**config.mk**
```make
export PLATFORM = sky130hd
export DESIGN_NAME = gba_bus_arbiter_flat
export DESIGN_NICKNAME = d
export VERILOG_FILES = /design/src/rtl/gba_bus_arbiter_if.sv /design/src/rtl/gba_bus_arbiter.sv /design/src/flat_wrapper.sv
export SDC_FILE = /design/constraint.sdc
export NUM_CORES = 1
export LEC_CHECK = 0
export CORE_AREA = 2 2 183 185
export CTS_BUF_LIST = sky130_fd_sc_hd__clkbuf_2 sky130_fd_sc_hd__clkbuf_4 sky130_fd_sc_hd__clkbuf_8
export DETAILED_ROUTE_END_ITERATION = 16
export DIE_AREA = 0 0 185 187
export PLACE_DENSITY_LB_ADDON = 0.15
export SKIP_CTS_REPAIR_TIMING = 1
export SYNTH_ARGS = -nofsm -noshare
export SYNTH_HDL_FRONTEND = slang
export SYNTH_SLANG_ARGS = --single-unit
```
**constraint.sdc**
```tcl
create_clock -name clk -period 4.5 [get_ports clk]
set_clock_uncertainty 0.1 [all_clocks]
set_input_delay 0.675 -clock clk [delete_from_list [all_inputs] [get_ports clk]]
set_output_delay 0.675 -clock clk [all_outputs]
set_load 0.03 [all_outputs]
```
**src/rtl/gba_bus_arbiter_if.sv**
```systemverilog
// gba_bus_arbiter_if
//   Bundles the requester-side and memory-side signals of the GBA system-bus
//   arbiter.
//
//   Handshake (req/ack):
//     A requester raises *_req together with addr/we/wdata/lock. It holds them
//     until it sees its one-cycle *_ack. The address and data are captured
//     when the request is granted, so later changes do not affect the
//     transfer in flight. The requester lowers req, or presents its next
//     transfer, in the ack cycle.
//     During a read ack cycle, rdata carries the read data.
//     If lock is high in the ack cycle and req is still high, the same
//     requester keeps the bus for the next transfer.
//
//   Modports:
//     master : the arbiter's view. It takes requests and mem_rdata, and drives
//              the acks, rdata, owner and mem_* signals.
//     slave  : the opposite view (requesters plus memory fabric).
interface gba_bus_arbiter_if #(
  parameter int N_DMA = 4
);
  logic                 cpu_req;
  logic [31:0]          cpu_addr;
  logic                 cpu_we;
  logic [31:0]          cpu_wdata;
  logic                 cpu_lock;
  logic                 cpu_ack;
  logic [N_DMA-1:0]     dma_req;
  logic [32*N_DMA-1:0]  dma_addr;
  logic [N_DMA-1:0]     dma_we;
  logic [32*N_DMA-1:0]  dma_wdata;
  logic [N_DMA-1:0]     dma_lock;
  logic [N_DMA-1:0]     dma_ack;
  logic [31:0]          rdata;
  logic [2:0]           owner;
  logic                 mem_en;
  logic [31:0]          mem_addr;
  logic                 mem_we;
  logic [31:0]          mem_wdata;
  logic [31:0]          mem_rdata;

  modport master (
    input  cpu_req, cpu_addr, cpu_we, cpu_wdata, cpu_lock,
    input  dma_req, dma_addr, dma_we, dma_wdata, dma_lock,
    input  mem_rdata,
    output cpu_ack, dma_ack, rdata, owner,
    output mem_en, mem_addr, mem_we, mem_wdata
  );

  modport slave (
    output cpu_req, cpu_addr, cpu_we, cpu_wdata, cpu_lock,
    output dma_req, dma_addr, dma_we, dma_wdata, dma_lock,
    output mem_rdata,
    input  cpu_ack, dma_ack, rdata, owner,
    input  mem_en, mem_addr, mem_we, mem_wdata
  );
endinterface

```
**src/rtl/gba_bus_arbiter.sv**
```systemverilog
// gba_bus_arbiter
//   Single-owner arbiter and wait-state sequencer for the GBA system bus.
//
//   Arbitration and timing:
//     - Fixed priority: DMA0 is highest and the CPU is lowest.
//     - One transfer runs at a time.
//     - mem_* outputs are registered.
//     - Wait states depend on the region (addr[27:24]) and on whether the
//       access is N (non-sequential) or S (sequential).
//     - Transfer latency is 2 + wait cycles, from the request edge to the
//       ack cycle.
//
//   Ports:
//     clk        system clock
//     reset      synchronous, active-low
//     bus        gba_bus_arbiter_if.master (requests, acks, rdata, owner, mem_*)
//     fsm_state  current FSM state (0 = IDLE, 1 = ACCESS), for observation
//
//   Optional feature: define GBA_BUS_ARB_STATS_EN to add stall_cpu and
//   stall_dma. These are 32-bit saturating stall counters.
module gba_bus_arbiter #(
  parameter int N_DMA    = 4,
  parameter int WS_EWRAM = 2,
  parameter int WS_ROM_N = 4,
  parameter int WS_ROM_S = 2,
  parameter int WS_W     = 3
) (
  input  logic               clk,
  input  logic               reset,
  gba_bus_arbiter_if.master  bus,
  output logic               fsm_state
`ifdef GBA_BUS_ARB_STATS_EN
  ,
  output logic [31:0]        stall_cpu,
  output logic [31:0]        stall_dma
`endif
);

  localparam logic [2:0] OWNER_CPU = 3'd7;

  typedef enum logic {IDLE = 1'b0, ACCESS = 1'b1} state_t;

  state_t            state, state_next;
  logic [WS_W-1:0]   wcnt;
  logic [2:0]        owner_q;
  logic              cpu_ack_q;
  logic [N_DMA-1:0]  dma_ack_q;
  logic [31:0]       rdata_q;
  logic              mem_en_q;
  logic [31:0]       mem_addr_q;
  logic              mem_we_q;
  logic [31:0]       mem_wdata_q;

  logic              own_req, own_lock, ack_any, keep;
  logic [N_DMA-1:0]  own_onehot;
  logic              win_valid, win_we, win_seq;
  logic [2:0]        win_id;
  logic [31:0]       win_addr, win_wdata;
  logic [WS_W-1:0]   win_ws;

  function automatic logic [WS_W-1:0] ws_for(input logic [3:0] region, input logic seq);
    logic [WS_W-1:0] ws;
    ws = '0;
    if (region == 4'h2)
      ws = WS_W'(WS_EWRAM);
    else if (region >= 4'h8 && region <= 4'hD)
      ws = seq ? WS_W'(WS_ROM_S) : WS_W'(WS_ROM_N);
    return ws;
  endfunction

  assign fsm_state     = state;
  assign bus.cpu_ack   = cpu_ack_q;
  assign bus.dma_ack   = dma_ack_q;
  assign bus.rdata     = rdata_q;
  assign bus.owner     = owner_q;
  assign bus.mem_en    = mem_en_q;
  assign bus.mem_addr  = mem_addr_q;
  assign bus.mem_we    = mem_we_q;
  assign bus.mem_wdata = mem_wdata_q;

  // Request/lock of the current owner. An ack that is still high means the
  // previous transfer finished on the edge just before this IDLE cycle.
  // That is the only point at which a lock can carry ownership over.
  always_comb begin
    own_req    = 1'b0;
    own_lock   = 1'b0;
    own_onehot = '0;
    if (owner_q == OWNER_CPU) begin
      own_req  = bus.cpu_req;
      own_lock = bus.cpu_lock;
    end
    for (int i = 0; i < N_DMA; i++) begin
      if (owner_q == 3'(i)) begin
        own_req       = bus.dma_req[i];
        own_lock      = bus.dma_lock[i];
        own_onehot[i] = 1'b1;
      end
    end
    ack_any = cpu_ack_q | (|dma_ack_q);
    keep    = (state == IDLE) && ack_any && own_req && own_lock;
  end

  // Winner selection: a locked owner first, then the lowest DMA index, then
  // the CPU.
  always_comb begin
    win_valid = 1'b0;
    win_id    = OWNER_CPU;
    if (keep) begin
      win_valid = 1'b1;
      win_id    = owner_q;
    end else if (|bus.dma_req) begin
      win_valid = 1'b1;
      for (int i = N_DMA - 1; i >= 0; i--)
        if (bus.dma_req[i]) win_id = 3'(i);
    end else if (bus.cpu_req) begin
      win_valid = 1'b1;
    end

    win_addr  = bus.cpu_addr;
    win_we    = bus.cpu_we;
    win_wdata = bus.cpu_wdata;
    for (int i = 0; i < N_DMA; i++) begin
      if (win_id == 3'(i)) begin
        win_addr  = bus.dma_addr[32*i +: 32];
        win_we    = bus.dma_we[i];
        win_wdata = bus.dma_wdata[32*i +: 32];
      end
    end

    // mem_addr_q still holds the previous transfer's address. It is only
    // meaningful for S timing when the same owner keeps the bus through a lock.
    win_seq = keep && (win_addr == mem_addr_q + 32'd4);
    win_ws  = ws_for(win_addr[27:24], win_seq);
  end

  always_ff @(posedge clk) begin
    if (!reset) state <= IDLE;
    else        state <= state_next;
  end

  always_comb begin
    state_next = state;
    case (state)
      IDLE:    if (win_valid) state_next = ACCESS;
      ACCESS:  if (wcnt == '0) state_next = IDLE;
      default: state_next = IDLE;
    endcase
  end

  always_ff @(posedge clk) begin
    if (!reset) begin
      wcnt        <= '0;
      owner_q     <= OWNER_CPU;
      cpu_ack_q   <= 1'b0;
      dma_ack_q   <= '0;
      rdata_q     <= '0;
      mem_en_q    <= 1'b0;
      mem_addr_q  <= '0;
      mem_we_q    <= 1'b0;
      mem_wdata_q <= '0;
    end else begin
      cpu_ack_q <= 1'b0;
      dma_ack_q <= '0;
      case (state)
        IDLE: begin
          if (win_valid) begin
            mem_en_q    <= 1'b1;
            mem_addr_q  <= win_addr;
            mem_we_q    <= win_we;
            mem_wdata_q <= win_wdata;
            owner_q     <= win_id;
            wcnt        <= win_ws;
          end
        end
        ACCESS: begin
          if (wcnt != '0) begin
            wcnt <= wcnt - WS_W'(1);
          end else begin
            rdata_q  <= bus.mem_rdata;
            mem_en_q <= 1'b0;
            if (owner_q == OWNER_CPU) cpu_ack_q <= 1'b1;
            else                      dma_ack_q <= own_onehot;
          end
        end
        default: ;
      endcase
    end
  end

`ifdef GBA_BUS_ARB_STATS_EN
  logic              cpu_served;
  logic [N_DMA-1:0]  dma_served;

  // A requester counts as served only while it owns an ACCESS cycle.
  // IDLE cycles count as stalls for every requester.
  assign cpu_served = (state == ACCESS) && (owner_q == OWNER_CPU);
  assign dma_served = (state == ACCESS) ? own_onehot : '0;

  always_ff @(posedge clk) begin
    if (!reset) begin
      stall_cpu <= '0;
      stall_dma <= '0;
    end else begin
      if (bus.cpu_req && !cpu_served && stall_cpu != '1)
        stall_cpu <= stall_cpu + 32'd1;
      if (|(bus.dma_req & ~dma_served) && stall_dma != '1)
        stall_dma <= stall_dma + 32'd1;
    end
  end
`endif

endmodule
```
**src/flat_wrapper.sv**
```systemverilog
// flat-port wrapper written by rule: the top's interface ports become plain ports
module gba_bus_arbiter_flat 
#(
  parameter int N_DMA    = 4,
  parameter int WS_EWRAM = 2,
  parameter int WS_ROM_N = 4,
  parameter int WS_ROM_S = 2,
  parameter int WS_W     = 3
)
  (clk, reset, fsm_state, bus_cpu_req, bus_cpu_addr, bus_cpu_we, bus_cpu_wdata, bus_cpu_lock, bus_dma_req, bus_dma_addr, bus_dma_we, bus_dma_wdata, bus_dma_lock, bus_mem_rdata, bus_cpu_ack, bus_dma_ack, bus_rdata, bus_owner, bus_mem_en, bus_mem_addr, bus_mem_we, bus_mem_wdata);
  gba_bus_arbiter_if #(.N_DMA(N_DMA)) bus_i ();
  input  logic clk;
  input  logic reset;
  output logic fsm_state;
  input wire logic [$bits(bus_i.cpu_req)-1:0] bus_cpu_req;
  input wire logic [$bits(bus_i.cpu_addr)-1:0] bus_cpu_addr;
  input wire logic [$bits(bus_i.cpu_we)-1:0] bus_cpu_we;
  input wire logic [$bits(bus_i.cpu_wdata)-1:0] bus_cpu_wdata;
  input wire logic [$bits(bus_i.cpu_lock)-1:0] bus_cpu_lock;
  input wire logic [$bits(bus_i.dma_req)-1:0] bus_dma_req;
  input wire logic [$bits(bus_i.dma_addr)-1:0] bus_dma_addr;
  input wire logic [$bits(bus_i.dma_we)-1:0] bus_dma_we;
  input wire logic [$bits(bus_i.dma_wdata)-1:0] bus_dma_wdata;
  input wire logic [$bits(bus_i.dma_lock)-1:0] bus_dma_lock;
  input wire logic [$bits(bus_i.mem_rdata)-1:0] bus_mem_rdata;
  output wire logic [$bits(bus_i.cpu_ack)-1:0] bus_cpu_ack;
  output wire logic [$bits(bus_i.dma_ack)-1:0] bus_dma_ack;
  output wire logic [$bits(bus_i.rdata)-1:0] bus_rdata;
  output wire logic [$bits(bus_i.owner)-1:0] bus_owner;
  output wire logic [$bits(bus_i.mem_en)-1:0] bus_mem_en;
  output wire logic [$bits(bus_i.mem_addr)-1:0] bus_mem_addr;
  output wire logic [$bits(bus_i.mem_we)-1:0] bus_mem_we;
  output wire logic [$bits(bus_i.mem_wdata)-1:0] bus_mem_wdata;
  assign bus_i.cpu_req = bus_cpu_req;
  assign bus_i.cpu_addr = bus_cpu_addr;
  assign bus_i.cpu_we = bus_cpu_we;
  assign bus_i.cpu_wdata = bus_cpu_wdata;
  assign bus_i.cpu_lock = bus_cpu_lock;
  assign bus_i.dma_req = bus_dma_req;
  assign bus_i.dma_addr = bus_dma_addr;
  assign bus_i.dma_we = bus_dma_we;
  assign bus_i.dma_wdata = bus_dma_wdata;
  assign bus_i.dma_lock = bus_dma_lock;
  assign bus_i.mem_rdata = bus_mem_rdata;
  assign bus_cpu_ack = bus_i.cpu_ack;
  assign bus_dma_ack = bus_i.dma_ack;
  assign bus_rdata = bus_i.rdata;
  assign bus_owner = bus_i.owner;
  assign bus_mem_en = bus_i.mem_en;
  assign bus_mem_addr = bus_i.mem_addr;
  assign bus_mem_we = bus_i.mem_we;
  assign bus_mem_wdata = bus_i.mem_wdata;
  gba_bus_arbiter #(.N_DMA(N_DMA), .WS_EWRAM(WS_EWRAM), .WS_ROM_N(WS_ROM_N), .WS_ROM_S(WS_ROM_S), .WS_W(WS_W)) u_core (.clk(clk), .reset(reset), .bus(bus_i), .fsm_state(fsm_state));
endmodule
```
### After elaboration in Yosys (flattened, before gate mapping)

Cells that the tools add are included.

* register bits after elaboration: 110
* bits of input ports: 369
* output and inout bits: 107
* logic and storage cells: 95

* add/sub/neg operators: 2
* magnitude comparators: 2
* equality and inequality tests: 12
* mux-type cells: 48
* bitwise operators: 4
* reduce and logical (&&, ||, !) cells: 17

Operator list (number)
* 32-bit 2-to-1 mux: 8
* 3-bit 2-to-1 mux: 11
* 32-bit by 3-bit adder with 32-bit output, second input constant: 1
* 32-bit == test: 1
* 1-bit 2-to-1 mux: 26
* 3-bit by 2-bit == test with 1-bit output, second input constant: 4
* 4-bit OR reduction: 3
* 3-bit zero test: 3
* 2-bit AND reduction: 4
* 3-bit by 1-bit == test with 1-bit output, second input constant: 2
* 3-bit one-hot mux with 2 select lines: 1
* 1-bit logical AND: 5
* 4-bit by 2-bit == test with 1-bit output, second input constant: 1
* 4-bit >= comparator, second input constant: 1
* 4-bit less-or-equal comparator, second input constant: 1
* 2-bit != test, second input constant: 2
* 1-bit one-hot mux with 2 select lines: 2
* 3-bit == test, second input constant: 1
* 1-bit NOT: 3
* 3-bit nonzero test: 1
* 3-bit OR reduction: 1
* 3-bit by 1-bit subtractor with 3-bit output, second input constant: 1
* 2-bit by 1-bit != test with 1-bit output, second input constant: 1
* 1-bit bitwise OR: 1

### Longest topological paths before layout

Gate-level depths: netlist (run 1).

* depth in word-level cells: 21
* gate-level depth with buffers: 14
* gate-level depth less buffers: 12

### Worst setup path after synthesis (run 1)

Ideal clock, no wire load.

* kind: input port to flip-flop
* start point: input bus_dma_req[0]
* end point: register u_core.wcnt[2]
* setup time: 0.119 ns
* arrival time: 3.456 ns
* data required time: 4.281 ns
* path slack: 0.825 ns
* stages on the path: 13
* path buffers: 2
* cells stage by stage: clkbuf_1 > and4bb_2 > nor4_4 > a211oi_2 > mux2i_4 > buf_6 > mux2i_1 > xor2_1 > a2111oi_0 > a22oi_1 > nor3_1 > nand4b_1 > nor2b_1

* cells in the longest elaborated chain, start to end: 19
* elaborated cells on any way between the ends: 33

RTL lines
* start, declared: RTL line flat_wrapper.sv:20 `input wire logic [$bits(bus_i.dma_req)-1:0] bus_dma_req;`
* 1-bit 2-to-1 mux (4 in a row): RTL line gba_bus_arbiter.sv:93 `if (owner_q == 3'(i)) begin`
* 1-bit logical AND (2 in a row): RTL line gba_bus_arbiter.sv:100 `keep = (state == IDLE) && ack_any && own_req && own_lock;`
* 3-bit 2-to-1 mux: RTL line gba_bus_arbiter.sv:108 `if (keep) begin`
* 3-bit zero test: RTL line gba_bus_arbiter.sv:123 `if (win_id == 3'(i)) begin`
* 32-bit 2-to-1 mux (4 in a row): RTL line gba_bus_arbiter.sv:123
* 32-bit == test: RTL line gba_bus_arbiter.sv:132 `win_seq = keep && (win_addr == mem_addr_q + 32'd4);`
* 1-bit logical AND: RTL line gba_bus_arbiter.sv:132
* 3-bit 2-to-1 mux: RTL line gba_bus_arbiter.sv:67 `ws = seq ? WS_W'(WS_ROM_S) : WS_W'(WS_ROM_N);`
* 3-bit 2-to-1 mux: RTL line gba_bus_arbiter.sv:66 `else if (region >= 4'h8 && region <= 4'hD)`
* 3-bit 2-to-1 mux: RTL line gba_bus_arbiter.sv:64 `if (region == 4'h2)`
* 3-bit 2-to-1 mux: RTL line gba_bus_arbiter.sv:166 `if (win_valid) begin`
* 3-bit one-hot mux with 2 select lines: RTL line gba_bus_arbiter.sv:164 `case (state)`
* end signal, assigned: RTL line gba_bus_arbiter.sv:172 `wcnt <= win_ws;`
* end signal, assigned: RTL line gba_bus_arbiter.sv:177 `wcnt <= wcnt - WS_W'(1);`
* end, declared: RTL line gba_bus_arbiter.sv:44 `logic [WS_W-1:0] wcnt;`

Several ways; a longest one is shown, not always the timed one. The select of a mux whose other input is x is not followed.
A chain may end at the register's enable or synchronous reset.

### Worst setup path after layout (run 1)

* start point: input bus_dma_req[3]
* end point: register u_core.wcnt[1]

* cells in the longest elaborated chain, start to end: 18
* elaborated cells on any way between the ends: 33

RTL lines
* 3-bit 2-to-1 mux (4 in a row): RTL line gba_bus_arbiter.sv:114 `if (bus.dma_req[i]) win_id = 3'(i);`
* 3-bit 2-to-1 mux: RTL line gba_bus_arbiter.sv:111 `end else if (|bus.dma_req) begin`
* 3-bit 2-to-1 mux: RTL line gba_bus_arbiter.sv:108
* 3-bit zero test: RTL line gba_bus_arbiter.sv:123
* 32-bit 2-to-1 mux (4 in a row): RTL line gba_bus_arbiter.sv:123
* 32-bit == test: RTL line gba_bus_arbiter.sv:132
* 1-bit logical AND: RTL line gba_bus_arbiter.sv:132
* 3-bit 2-to-1 mux: RTL line gba_bus_arbiter.sv:67
* 3-bit 2-to-1 mux: RTL line gba_bus_arbiter.sv:66
* 3-bit 2-to-1 mux: RTL line gba_bus_arbiter.sv:64
* 3-bit 2-to-1 mux: RTL line gba_bus_arbiter.sv:166
* 3-bit one-hot mux with 2 select lines: RTL line gba_bus_arbiter.sv:164

Several ways; a longest one is shown, not always the timed one. The select of a mux whose other input is x is not followed.

==> flow_metrics.py, run 1 <==
metrics = {
    "floorplanning": {
        "die_x_um": 185,
        "die_y_um": 187,
        "ios": 476,
        "rows": 67,
        "start_util": 0.259,
        "core_um2": 32900,
        "dieArea_um2": 34600,
    },
    "logic_synthesis": {
        "synth.area.top_cells": "dfxtp_1 (26%), mux2i_1 (13%), a211oi_1 (7.1%), xnor2_1 (4.2%), nor2_1 (3.7%)",
        "syn_area_um2": 8510,
        "syn-mean-instance-area_um2": 8.08,
        "seq_area_frac_synth": 0.259,
        "synth_top_area_cell": "dfxtp_1",
        "netlist_instances": 1053,
        "synth_cell_types": 73,
        "synthArstFlopShare": 0,
        "yosysWarnings": 0,
        "synthTopCellsByCount": "mux2i_1 (113), dfxtp_1 (110), nor2_1 (83)",
        "synth.top_cell.area_share": 0.259,
        "synth-edff-count": 0,
        "synth.most_common_cell": "mux2i_1",
        "synth_ff_type": "dfxtp_1",
        "syn-num-nets": 1425,
        "synth_seq_cells": 110,
    },
    "worst_setup_path": {
        "crit_arrival_ns": 4.59,
        "worstPathRequired_ns": 4.73,
        "worst_setup_path_end_kind": "register",
        "path_max_fanout": 6,
        "slowest_delay_ns": 0.90,
        "cp-start-kind": "input port",
        "reg2reg_to": "u_core.wcnt[1]",
        "crit_top_cell": "buf_4",
        "worstPathCellList": "clkdlybuf4s50_1 -> nand4_1 -> or2_0 -> a211oi_2 -> buf_4 -> mux2i_4 -> buf_12 -> mux2i_1 -> xor2_1 -> a2111oi_0 -> buf_4 -> a22oi_1 -> nor3_1 -> nand3_1 -> o21ai_1",
        "crit_slowest_cell": "a2111oi_0",
        "reg2regPathDepth": 14,
        "worstReg2RegStart": "u_core.bus.owner[1]",
        "reg2reg_slack_ns": 0.23,
        "critPathKind": "input port to register",
    },
    "drt": {
        "drtIter0Drc": 654,
        "wirelength_mm": 41.9,
        "vias": 10100,
        "dr_wl_met3_mm": 3.07,
        "wl_met2_mm": 20.4,
        "vias_per_cell": 5.09,
        "wl_met1_mm": 17.2,
        "dr.pass1.iters": 5,
        "highest_layer": "met5",
        "drc": 0,
        "ant_nets": 0,
        "wire_per_inst_um": 21.1,
    },
    "placed_design": {
        "routabilityCongestion": 0.935,
        "dp_hpwl_mm": 33.4,
        "io_buffers": 475,
        "pre_cts_slack_ns": -0.119,
        "dpl-instance-area_um2": 14100,
    },
    "global_routing": {
        "grtUsageTotal": 0.232,
        "grt_pass1_vias": 10200,
        "grt_start_max_net_pins": 75,
        "antenna_found_initial": 4,
        "overflow": 0,
        "grt_pass1_wl_mm": 61.1,
    },
    "clock_network": {
        "clk_pin_slew_ns": 0.15,
        "tritoncts": "built",
        "cts-htree-levels": 3,
        "clk-insertion-delay-late_ns": 0.41,
        "cts-root-buf": "clkbuf_8",
        "cts_buffers": 9,
        "clock-sinks": 110,
        "clock_path_buffers": 2,
    },
    "sta": {
        "rsz0062_at_grt": "false",
        "setup_viol": 0,
        "hold_violations": 0,
        "max_freq_ghz": 0.230,
        "finalCriticalPeriod_ns": 4.35,
        "tns_ns": 0,
        "slew-limit-headroom": 0.313,
        "fin_ws_ns": 0.146,
        "tightest_slew_ns": 1.00,
        "slew_viol_final": 0,
        "post-route-period-util": 0.968,
    },
    "layout": {
        "final_nets": 1896,
        "fillers": 3368,
        "drive_gt1_frac": 0.0706,
        "syn2layout_area_growth_pct": 68.1,
        "final_cell_area_um2": 14300,
    },
    "worst_hold_path": {
        "hold-path-endpoint": "u_core.bus.mem_en",
        "hold_start": "u_core.bus.mem_en",
        "holdPathStages": 1,
        "min_path_type": "register to register",
    },
    "pwr": {
        "p_per_area_nw_per_um2": 277,
        "power_leakage_nw": 5.60,
        "vdd_drop_max_uv": 147,
    },
    "flow_run": {
        "drv_cap": 0,
    },
    "status": {
        "status": "completed",
    },
}
-- cells by family (layout without fill, tap and decap cells) --
family / after synthesis / after routing / share of synthesized area
compound gates: 337 / 337 / 0.282
simple gates: 318 / 318 / 0.195
mux: 117 / 117 / 0.140
flops: 110 / 110 / 0.259
buf+inv: 98 / 574 / 0.0488
xor+xnor: 70 / 70 / 0.0720
fa+ha+maj: 3 / 3 / 0.00441
other cells: 0 / 3 / 0
-- flip-flops by register name, summed over array words and instances (netlist names) --
register / cells
u_core.bus.mem_wdata: 32
u_core.bus.rdata: 32
u_core.bus.mem_addr: 32
u_core.wcnt: 3
u_core.bus.cpu_ack: 1
u_core.bus.dma_ack: 4
u_core.bus.owner: 3
u_core.bus.mem_en: 1
u_core.bus.mem_we: 1
u_core.fsm_state: 1
-- metal layers --
layer	GRT usage	up-vias
met2	0.404	427
met3	0.0446	60
met4	0.0797	2
met1	0.284	4700
met5	0	-
li1	-	4891
-- layout by cell type, fill, tap and decap left out, types with 7 or more instances in the layout --
cell / netlist / final
clkdlybuf4s50_1: 0 / 474
nor3_1: 12 / 12
clkbuf_8: 0 / 9
inv_1: 11 / 11
dfxtp_1: 110 / 110
mux2i_1: 113 / 113
nand3_1: 42 / 42
o21ai_0: 51 / 50
nor2b_1: 45 / 45
nor2_1: 83 / 82
o211a_1: 17 / 17
a211oi_1: 80 / 80
a22o_1: 33 / 33
buf_4: 4 / 68
nor4_1: 8 / 7
xnor2_1: 41 / 41
o211ai_1: 21 / 21
nor3b_1: 9 / 9
a21oi_1: 58 / 58
and2_1: 10 / 10
nand4_1: 9 / 9
a21boi_0: 7 / 7
o22ai_1: 7 / 7
xor2_1: 29 / 29
nand2_1: 57 / 55
a2111oi_0: 7 / 7
a31oi_1: 8 / 8
and3_1: 15 / 15
-- cell type report --
class | count | area (um2) | area share
multi-input combinational | 845 | 5940 | 0.415
timing repair buffer | 547 | 5340 | 0.373
sequential | 110 | 2200 | 0.154
tap | 448 | 561 | 0.0392
clock buffer | 9 | 124 | 0.00866
clock inverter | 7 | 93.8 | 0.00656
inverter | 11 | 41.3 | 0.00289
antenna | 3 | 7.51 | 0.000525
-- worst max-delay path by stage --
| stage | cells after the start | end | slack, ns | from |
|---|---|---|---|---|
| global route | 13 | u_core.wcnt[2] | 0.001 | u_core.bus.mem_addr[3] |
| detailed placement | 15 | u_core.wcnt[2] | -0.12 | bus_dma_req[3] |
| CTS | 13 | u_core.wcnt[2] | 0.26 | u_core.bus.mem_addr[3] |
| floorplan | 13 | u_core.wcnt[2] | 0.82 | bus_dma_req[0] |
| finish | 15 | u_core.wcnt[1] | 0.15 | bus_dma_req[3] |
| global placement | 15 | u_core.wcnt[2] | -0.04 | bus_dma_req[3] |
-- worst max-delay path, delay by kind of cell --
family                    cells  cell delay, ns
xor gates and xnor gates      1            0.14
and+or+nand+nor               4            0.81
AOI/OAI and AO/OA             4            1.37
buffers and inverters         4            1.05
muxes                         2            0.53
-- power breakdown --
group | switching (W) | internal, W
Sequential | 0.000119 | 0.00109
Combinational | 0.00109 | 0.000977
Clock | 0.000456 | 0.000231
Total | 0.00167 | 0.00230
-- per-stage QoR --
step           cells  utilization  hold slack (ns)  power (W)
3_5_place_dp    1961        0.428            0.357    0.00329
2_1_floorplan   1053            -            0.405    0.00231
5_1_grt         1980        0.435            0.409    0.00420
6_report        1980        0.435            0.391    0.00397
3_3_place_gp    1961        0.428            0.350    0.00330
4_1_cts         1977        0.435            0.393    0.00401
No activity file was read; power rests on OpenSTA's default activity.
==> run 2: changes to the inputs <==
- CTS_CLUSTER_SIZE: default -> 8
==> results of run 2 <==
Final layout, timing and power as in run 1 (identical DEF).
